$ cat src/rtl/align_pp_accumulator_pkg.sv
// rtl/align_pp_accumulator_pkg.sv - shared MAC widths, FSM encoding and overflow helper
package align_pp_accumulator_pkg;

    localparam int MAC_PP_W  = 15;
    localparam int MAC_EXP_W = 6;
    localparam int NUM_W     = 51;

    localparam logic [1:0] ST_IDLE = 2'd0;
    localparam logic [1:0] ST_ACC  = 2'd1;
    localparam logic [1:0] ST_HOLD = 2'd2;

    // Two's-complement add overflowed: like-signed operands produced an unlike-signed result.
    function automatic logic signed_add_ovf(input logic a_msb, input logic b_msb, input logic s_msb);
        return (a_msb == b_msb) && (s_msb != a_msb);
    endfunction

endpackage

$ cat src/rtl/align_pp_accumulator_pp_lane_adder.sv
// rtl/align_pp_accumulator_pp_lane_adder.sv - ADD/MX primitives and the masked lane-sum chain
module ADD #(
    parameter int W = 8
) (
    input  logic [W-1:0]  a_i,
    input  logic [W-1:0]  b_i,
    output logic [W-1:0]  s_o,
    output logic [50:0]   number
);
    assign s_o    = a_i + b_i;
    assign number = 51'(W);
endmodule

module MX #(
    parameter int W = 8
) (
    input  logic [W-1:0]  d0_i,
    input  logic [W-1:0]  d1_i,
    input  logic          sel_i,
    output logic [W-1:0]  y_o,
    output logic [50:0]   number
);
    assign y_o    = sel_i ? d1_i : d0_i;
    assign number = 51'(W);
endmodule

module pp_lane_adder
    import align_pp_accumulator_pkg::*;
#(
    parameter int LANES = 4,
    parameter int PP_W  = MAC_PP_W,
    parameter int ACC_W = 24
) (
    input  logic [LANES*PP_W-1:0] pp_i,
    input  logic [LANES-1:0]      lane_en_i,
    output logic [ACC_W-1:0]      sum_o,
    output logic [NUM_W-1:0]      number
);

    // Each lane owns its own running-sum signal so the chain has no self-referencing array.
    for (genvar k = 0; k < LANES; k++) begin : g_lane
        logic [ACC_W-1:0] sext;
        logic [ACC_W-1:0] masked;
        logic [ACC_W-1:0] run;
        logic [NUM_W-1:0] mx_num;
        logic [NUM_W-1:0] cnt;

        assign sext = {{(ACC_W-PP_W){pp_i[k*PP_W+PP_W-1]}}, pp_i[k*PP_W +: PP_W]};

        MX #(.W(ACC_W)) u_mask (
            .d0_i   ('0),
            .d1_i   (sext),
            .sel_i  (lane_en_i[k]),
            .y_o    (masked),
            .number (mx_num)
        );

        if (k == 0) begin : g_first
            assign run = masked;
            assign cnt = mx_num;
        end else begin : g_next
            logic [NUM_W-1:0] add_num;
            ADD #(.W(ACC_W)) u_add (
                .a_i    (g_lane[k-1].run),
                .b_i    (masked),
                .s_o    (run),
                .number (add_num)
            );
            assign cnt = g_lane[k-1].cnt + mx_num + add_num;
        end
    end

    assign sum_o  = g_lane[LANES-1].run;
    assign number = g_lane[LANES-1].cnt;

endmodule

$ cat src/rtl/align_pp_accumulator.sv
// rtl/align_pp_accumulator.sv - multi-beat aligned partial-product accumulator with result handshake
module align_pp_accumulator
    import align_pp_accumulator_pkg::*;
#(
    parameter int LANES = 4,
    parameter int PP_W  = MAC_PP_W,
    parameter int EXP_W = MAC_EXP_W,
    parameter int ACC_W = 24
) (
    input  logic                  i_clk,
    input  logic                  i_rst,
    input  logic                  i_valid,
    output logic                  o_ready,
    input  logic [LANES*PP_W-1:0] i_pp,
    input  logic [LANES-1:0]      i_lane_en,
    input  logic [EXP_W-1:0]      i_exp,
    input  logic                  i_last,
    output logic                  o_valid,
    input  logic                  i_ready,
    output logic [ACC_W-1:0]      o_sum,
    output logic [EXP_W-1:0]      o_exp,
    output logic                  o_ovf,
    output logic [50:0]           number
);

    logic [1:0]       state_q, state_d;
    logic [ACC_W-1:0] acc_q, acc_d;
    logic [EXP_W-1:0] exp_q, exp_d;
    logic             ovf_q, ovf_d;

    logic [ACC_W-1:0] lane_sum, acc_add, acc_sel;
    logic [NUM_W-1:0] lane_num, add_num, mx_num;
    logic             accept, ovf_now;

    pp_lane_adder #(.LANES(LANES), .PP_W(PP_W), .ACC_W(ACC_W)) u_lane_adder (
        .pp_i      (i_pp),
        .lane_en_i (i_lane_en),
        .sum_o     (lane_sum),
        .number    (lane_num)
    );

    ADD #(.W(ACC_W)) u_acc_add (
        .a_i    (acc_q),
        .b_i    (lane_sum),
        .s_o    (acc_add),
        .number (add_num)
    );

    // First beat of a group loads the lane sum; later beats take the accumulated value.
    MX #(.W(ACC_W)) u_acc_mx (
        .d0_i   (lane_sum),
        .d1_i   (acc_add),
        .sel_i  (state_q == ST_ACC),
        .y_o    (acc_sel),
        .number (mx_num)
    );

    assign o_ready = (state_q == ST_IDLE) || (state_q == ST_ACC);
    assign o_valid = (state_q == ST_HOLD);
    assign accept  = i_valid && o_ready;
    assign ovf_now = signed_add_ovf(acc_q[ACC_W-1], lane_sum[ACC_W-1], acc_add[ACC_W-1]);

    always_comb begin
        state_d = state_q;
        acc_d   = acc_q;
        exp_d   = exp_q;
        ovf_d   = ovf_q;
        case (state_q)
            ST_IDLE: begin
                if (accept) begin
                    acc_d   = acc_sel;
                    exp_d   = i_exp;
                    ovf_d   = 1'b0;
                    state_d = i_last ? ST_HOLD : ST_ACC;
                end
            end
            ST_ACC: begin
                if (accept) begin
                    acc_d   = acc_sel;
                    ovf_d   = ovf_q | ovf_now;
                    state_d = i_last ? ST_HOLD : ST_ACC;
                end
            end
            ST_HOLD: begin
                if (i_ready) begin
                    state_d = ST_IDLE;
                end
            end
            default: state_d = ST_IDLE;
        endcase
    end

    always_ff @(posedge i_clk) begin
        if (i_rst) begin
            state_q <= ST_IDLE;
            acc_q   <= '0;
            exp_q   <= '0;
            ovf_q   <= 1'b0;
        end else begin
            state_q <= state_d;
            acc_q   <= acc_d;
            exp_q   <= exp_d;
            ovf_q   <= ovf_d;
        end
    end

    assign o_sum  = acc_q;
    assign o_exp  = exp_q;
    assign o_ovf  = ovf_q;
    assign number = lane_num + add_num + mx_num;

endmodule

$ cat config.mk
export PLATFORM = sky130hd
export DESIGN_NAME = align_pp_accumulator
export DESIGN_NICKNAME = d
export VERILOG_FILES = /design/src/rtl/align_pp_accumulator_pkg.sv /design/src/rtl/align_pp_accumulator_pp_lane_adder.sv /design/src/rtl/align_pp_accumulator.sv
export SDC_FILE = /design/constraint.sdc
export NUM_CORES = 1
export LEC_CHECK = 0
export CORE_MARGIN = 10
export CORE_UTILIZATION = 30
export CTS_BUF_LIST = sky130_fd_sc_hd__clkbuf_4 sky130_fd_sc_hd__clkbuf_8
export DETAILED_ROUTE_END_ITERATION = 10
export PLACE_DENSITY = 0.58
export SYNTH_ARGS = -nofsm -noshare
export SYNTH_HDL_FRONTEND = slang
export SYNTH_HIERARCHICAL = 1
export SYNTH_SLANG_ARGS = --single-unit
$ cat constraint.sdc
create_clock -name i_clk -period 26.5 [get_ports i_clk]
set_input_delay 7.95 -clock i_clk [delete_from_list [all_inputs] [get_ports i_clk]]
set_output_delay 7.95 -clock i_clk [all_outputs]
set_load 0.005 [all_outputs]
==> results.cfg, run 1 <==
[worst_setup_path]
worstReg2RegEnd = o_sum[22]
crit_type = input pin to flop
cp_max_fo = 24
cp-endpoint = o_sum[22]
reg2reg_depth = 11
r2r_start = o_sum[0]
cp_common_cell = a21oi_1
cp_top_family = compound AO/OA/AOI/OAI gates
slowest_stage = fa_1
cp_num_cells = 34
reg2reg_slack_ns = 23.63
endpoint_kind = flop
required_ns = 26.67
worstSetupStartpointType = input pin
cpPeakStageDelay_ns = 0.43
crit_arrival_ns = 15.60
startpoint = i_lane_en[1]
crit_buf_inv = 2

[timing]
fin_crit_sh_pct = 58.2
min_period_ns = 15.43
fin_skew_ns = 0.00154
max_freq_mhz = 64.8
rsz0062_at_grt = false
final-hold-violation-count = 0
setup_viol = 0
slew_viol_final = 0
slew_headroom_pct = 40.1
tns_ns = 0
worst_pin_slew_ns = 0.897

[placed_design]
port_buffers = 107
place.gp.congestion = 0.902
hpwlAfterDp_mm = 46.7
dp.cells = 4396

[worst_hold_path]
hold_class = flop to flop
hold_path_depth = 2

[global_route]
grt_max_degree = 34
grt.overflow.total = 0
antenna_found_initial = 5
grt_first_pass_wirelength_mm = 89.1
grt_use_total_pct = 10.8
grt_pass1_vias = 18400

[clocking]
clkTransAtPathRegs_ns = 0.08
cts_resized = 0
htreeDepth = 2
clk-insertion-delay-late_ns = 0.29
root_buffer = clkbuf_8
post_cts.repair.setup_buffers = 0
clock-sinks = 33
cts_inserted_buffers = 5
clockBufferDepth = 2
cts-hold-fix-buffers = 0
cts_tree = done

[synth]
ys_warn_count = 6
netlist_instances = 3132
synth_edf_count = 0
ys_ff_latch = 33
netlist_area_um2 = 25500
synth.distinct_cells = 88
synth-seq-area-share_pct = 2.59
synth-async-reset-ratio_pct = 0
synth_ff_type = dfxtp_1
synth_area_per_cell_um2 = 8.15

[finish]
layout-drive-gt1-share_pct = 5.90
multi_input_area_um2 = 20600
syn_to_final_growth_pct = 2.96
n_fill_cell = 9123
area.sequential_um2 = 661
nets = 3839
final_common_cell = inv_1
final_cell_mix = 617 x inv_1, 555 x conb_1, 302 x fa_1, 209 x a21oi_1, 193 x ha_1
layout.cells.non_filler = 4406

[routing]
route.met2.wl_mm = 23.3
dr.max_layer_used = met5
drc = 0
vias = 18600
wl_met1_mm = 25.0
wl_met3_mm = 3.95
drt_iter0_markers = 798
dr.pass1.iters = 5
viasPerCell = 4.23
post_drt_wl_per_cell_um = 12.0
drtAntennaViolNets = 0
wl_mm = 52.7

[die]
die_x_um = 312
row_count = 106
initial_utilization_pct = 30.4
core-area_um2 = 84000
ioPinCount = 159
die_area_um2 = 97100
fp.dieH_um = 312

[status]
status = finished, final reports clean

[run]
maxCapViolCount = 0
-- through the flow --
step                      instance area (µm²)  hold WS [ns]  util [%]  worst slack, ns
after floorplan                         27500         0.445         -            12.26
after global placement                  26200         0.464      31.2            11.00
after detailed placement                26200         0.471      31.2            10.94
after CTS                               26300         0.482      31.3            11.22
after global routing                    26300         0.505      31.3            10.62
final                                   26300         0.480      31.3            11.07
-- Yosys cell counts (all sizes together), types with 56 or more instances --
master | n | area (µm²)
ha | 193 | 2410
buf | 494 | 3830
nor2 | 119 | 447
nand2 | 174 | 653
a21o | 78 | 586
inv | 617 | 2320
mux2 | 120 | 1730
xnor2 | 122 | 1070
fa | 302 | 6050
nand3 | 56 | 285
o21ai | 109 | 546
a21oi | 211 | 1060
-- layout make-up --
cell class                 count  share of cell area [%]
inverter                     617                    8.81
antenna                        2                  0.0190
clock inverter                 1                   0.114
timing repair buffer         115                    4.30
tap                         1134                    5.40
multi-input combinational   2497                    78.5
sequential                    33                    2.51
clock buffer                   7                   0.343
-- worst reg2reg max path: stages, from the launching register on --
cell	delay, ns
dfxtp_1	0.33
ha_1	0.25
fa_1	0.44
a211oi_1	0.24
o21bai_1	0.19
nor3_2	0.26
o31ai_2	0.15
o211a_1	0.25
a311o_1	0.26
mux2_4	0.26
nand2_1	0.06
a21oi_1	0.06
-- registers in the layout, summed over array words and instances (netlist names) --
| name | cells |
|---|---|
| state_q | 2 |
| o_ovf | 1 |
| o_exp | 6 |
| o_sum | 24 |
-- worst min-delay path by stage --
stage,slack [ns],end,from
finish,0.48,o_exp[2],o_exp[2]
floorplan,0.45,state_q[0],state_q[1]
global route,0.50,o_exp[0],o_exp[0]
detailed placement,0.47,o_exp[2],o_exp[2]
CTS,0.48,o_exp[2],o_exp[2]
global placement,0.46,o_exp[1],o_exp[1]
-- metal layers --
| metal | up-vias | track usage (%) |
|---|---|---|
| li1 | 9466 | - |
| met3 | 23 | 2.85 |
| met5 | - | 0 |
| met4 | 6 | 0.944 |
| met2 | 348 | 17.3 |
| met1 | 8777 | 14.7 |
-- logic make-up (layout without fill, tap and decap cells) --
logic type	after synthesis	after routing	synth area share [%]
AO/OA/AOI/OAI	634	634	16.7
multiplexers	123	123	6.88
AND/OR/NAND/NOR	519	519	10.0
buffers and inverters	1138	740	24.5
XOR/XNOR	171	171	5.87
other	19	557	0.279
flip-flops	33	33	2.59
adder cells (fa/ha/maj)	495	495	33.1
Power of run 1 is not shown: default switching activity piles up to over one toggle a cycle in this logic, so the estimate is an artifact.
==> run 2, diff against run 1 <==
clock period = 15.9 ns   (was 26.5 ns; I/O delays follow)
==> results.cfg, run 2 (synthesized netlist as in run 1, its figures left out) <==
[routing]
drc = 0
route.met2.wl_mm = 22.9
wl_met3_mm = 3.60
drt_iter0_markers = 956
viasPerCell = 4.22
wl_mm = 52.4
post_drt_wl_per_cell_um = 11.9
drtAntennaViolNets = 0
dr.pass1.iters = 7
wl_met1_mm = 25.4
vias = 18600
dr.max_layer_used = met5

[die]
initial_utilization_pct = 30.4
die_x_um = 312
fp.dieH_um = 312
ioPinCount = 159
die_area_um2 = 97100
row_count = 106
core-area_um2 = 84000

[timing]
min_period_ns = 12.31
setup_viol = 0
slew_headroom_pct = 42.7
rsz0062_at_grt = false
slew_viol_final = 0
worst_pin_slew_ns = 0.858
tns_ns = 0
final-hold-violation-count = 0
fin_ws_ns = 3.59
fin_skew_ns = 0.00715
max_freq_mhz = 81.3
fin_crit_sh_pct = 77.4

[clocking]
post_cts.repair.setup_buffers = 0
root_buffer = clkbuf_8
clockBufferDepth = 2
clk-insertion-delay-late_ns = 0.30
cts-hold-fix-buffers = 0
cts_inserted_buffers = 5
cts_tree = done
cts_resized = 0
htreeDepth = 2
clock-sinks = 33
clkTransAtPathRegs_ns = 0.07

[worst_setup_path]
worstSetupStartpointType = input pin
slowest_stage = fa_1
cp_max_fo = 24
reg2reg_slack_ns = 13.05
crit_arrival_ns = 12.48
endpoint_kind = flop
required_ns = 16.07
cpPeakStageDelay_ns = 0.43
cp_common_cell = a21oi_1
crit_type = input pin to flop

[global_route]
grt_first_pass_wirelength_mm = 89.2
antenna_found_initial = 4
grt_pass1_vias = 18100
grt.overflow.total = 0
grt_use_total_pct = 10.8
grt_max_degree = 34

[finish]
final_cell_mix = 617 x inv_1, 555 x conb_1, 302 x fa_1, 209 x a21oi_1, 193 x ha_1
fin_area_um2 = 26300
finish.utilization_pct = 31.3
n_fill_cell = 9095
largest_register_ffs = 24
layout-drive-gt1-share_pct = 5.90
multi_input_area_um2 = 20600
syn_to_final_growth_pct = 2.95
final_common_cell = inv_1
area.sequential_um2 = 661
nets = 3839

[placed_design]
place.gp.congestion = 0.898
pre_cts_ws_ns = 3.51
hpwlAfterDp_mm = 46.5
place_area_um2 = 26200
port_buffers = 107

[run]
maxCapViolCount = 0

[status]
status = finished, final reports clean

[worst_hold_path]
hold_class = flop to flop
run 2: cell types whose count changed in the layout (fill, tap and decap cells not counted), sizes merged:
cell   delta
diode     -1
run 2: layout make-up:
| type | count | share of cell area [%] |
|---|---|---|
| tap | 1134 | 5.40 |
| sequential | 33 | 2.51 |
| inverter | 617 | 8.81 |
| multi-input combinational | 2497 | 78.5 |
| timing repair buffer | 115 | 4.30 |
| clock buffer | 7 | 0.343 |
| antenna | 1 | 0.00952 |
| clock inverter | 1 | 0.114 |
run 2: through the flow:
stage	instances	hold WS, ns
floorplan	3668	0.445
global placement	4396	0.463
detailed placement	4396	0.471
CTS	4404	0.486
global route	4405	0.511
finish	4405	0.481
run 2: final timing paths:
check / endpoint / startpoint / depth (start not counted)
worst max register to register: o_sum[22] / o_sum[0] / 11
worst max-delay path: o_sum[22] / i_lane_en[0] / 34
worst min-delay path: o_exp[1] / o_exp[1] / 2
worst min register to register: o_exp[1] / o_exp[1] / 2
run 2: routing by layer:
layer	global-route usage [%]	up-vias
met2	17.1	353
met4	0.934	6
met3	2.47	29
li1	-	9461
met5	0	-
met1	15.2	8761
run 2: critical path: cells and delay by family:
kind,cells,cell delay [ns]
AO/OA/AOI/OAI,15,3.33
adder cells (fa/ha/maj),5,1.74
AND/OR/NAND/NOR,7,0.88
buffers and inverters,2,0.66
multiplexers,2,0.57
XOR/XNOR,3,0.47
Power of run 2 is left out for the same reason.
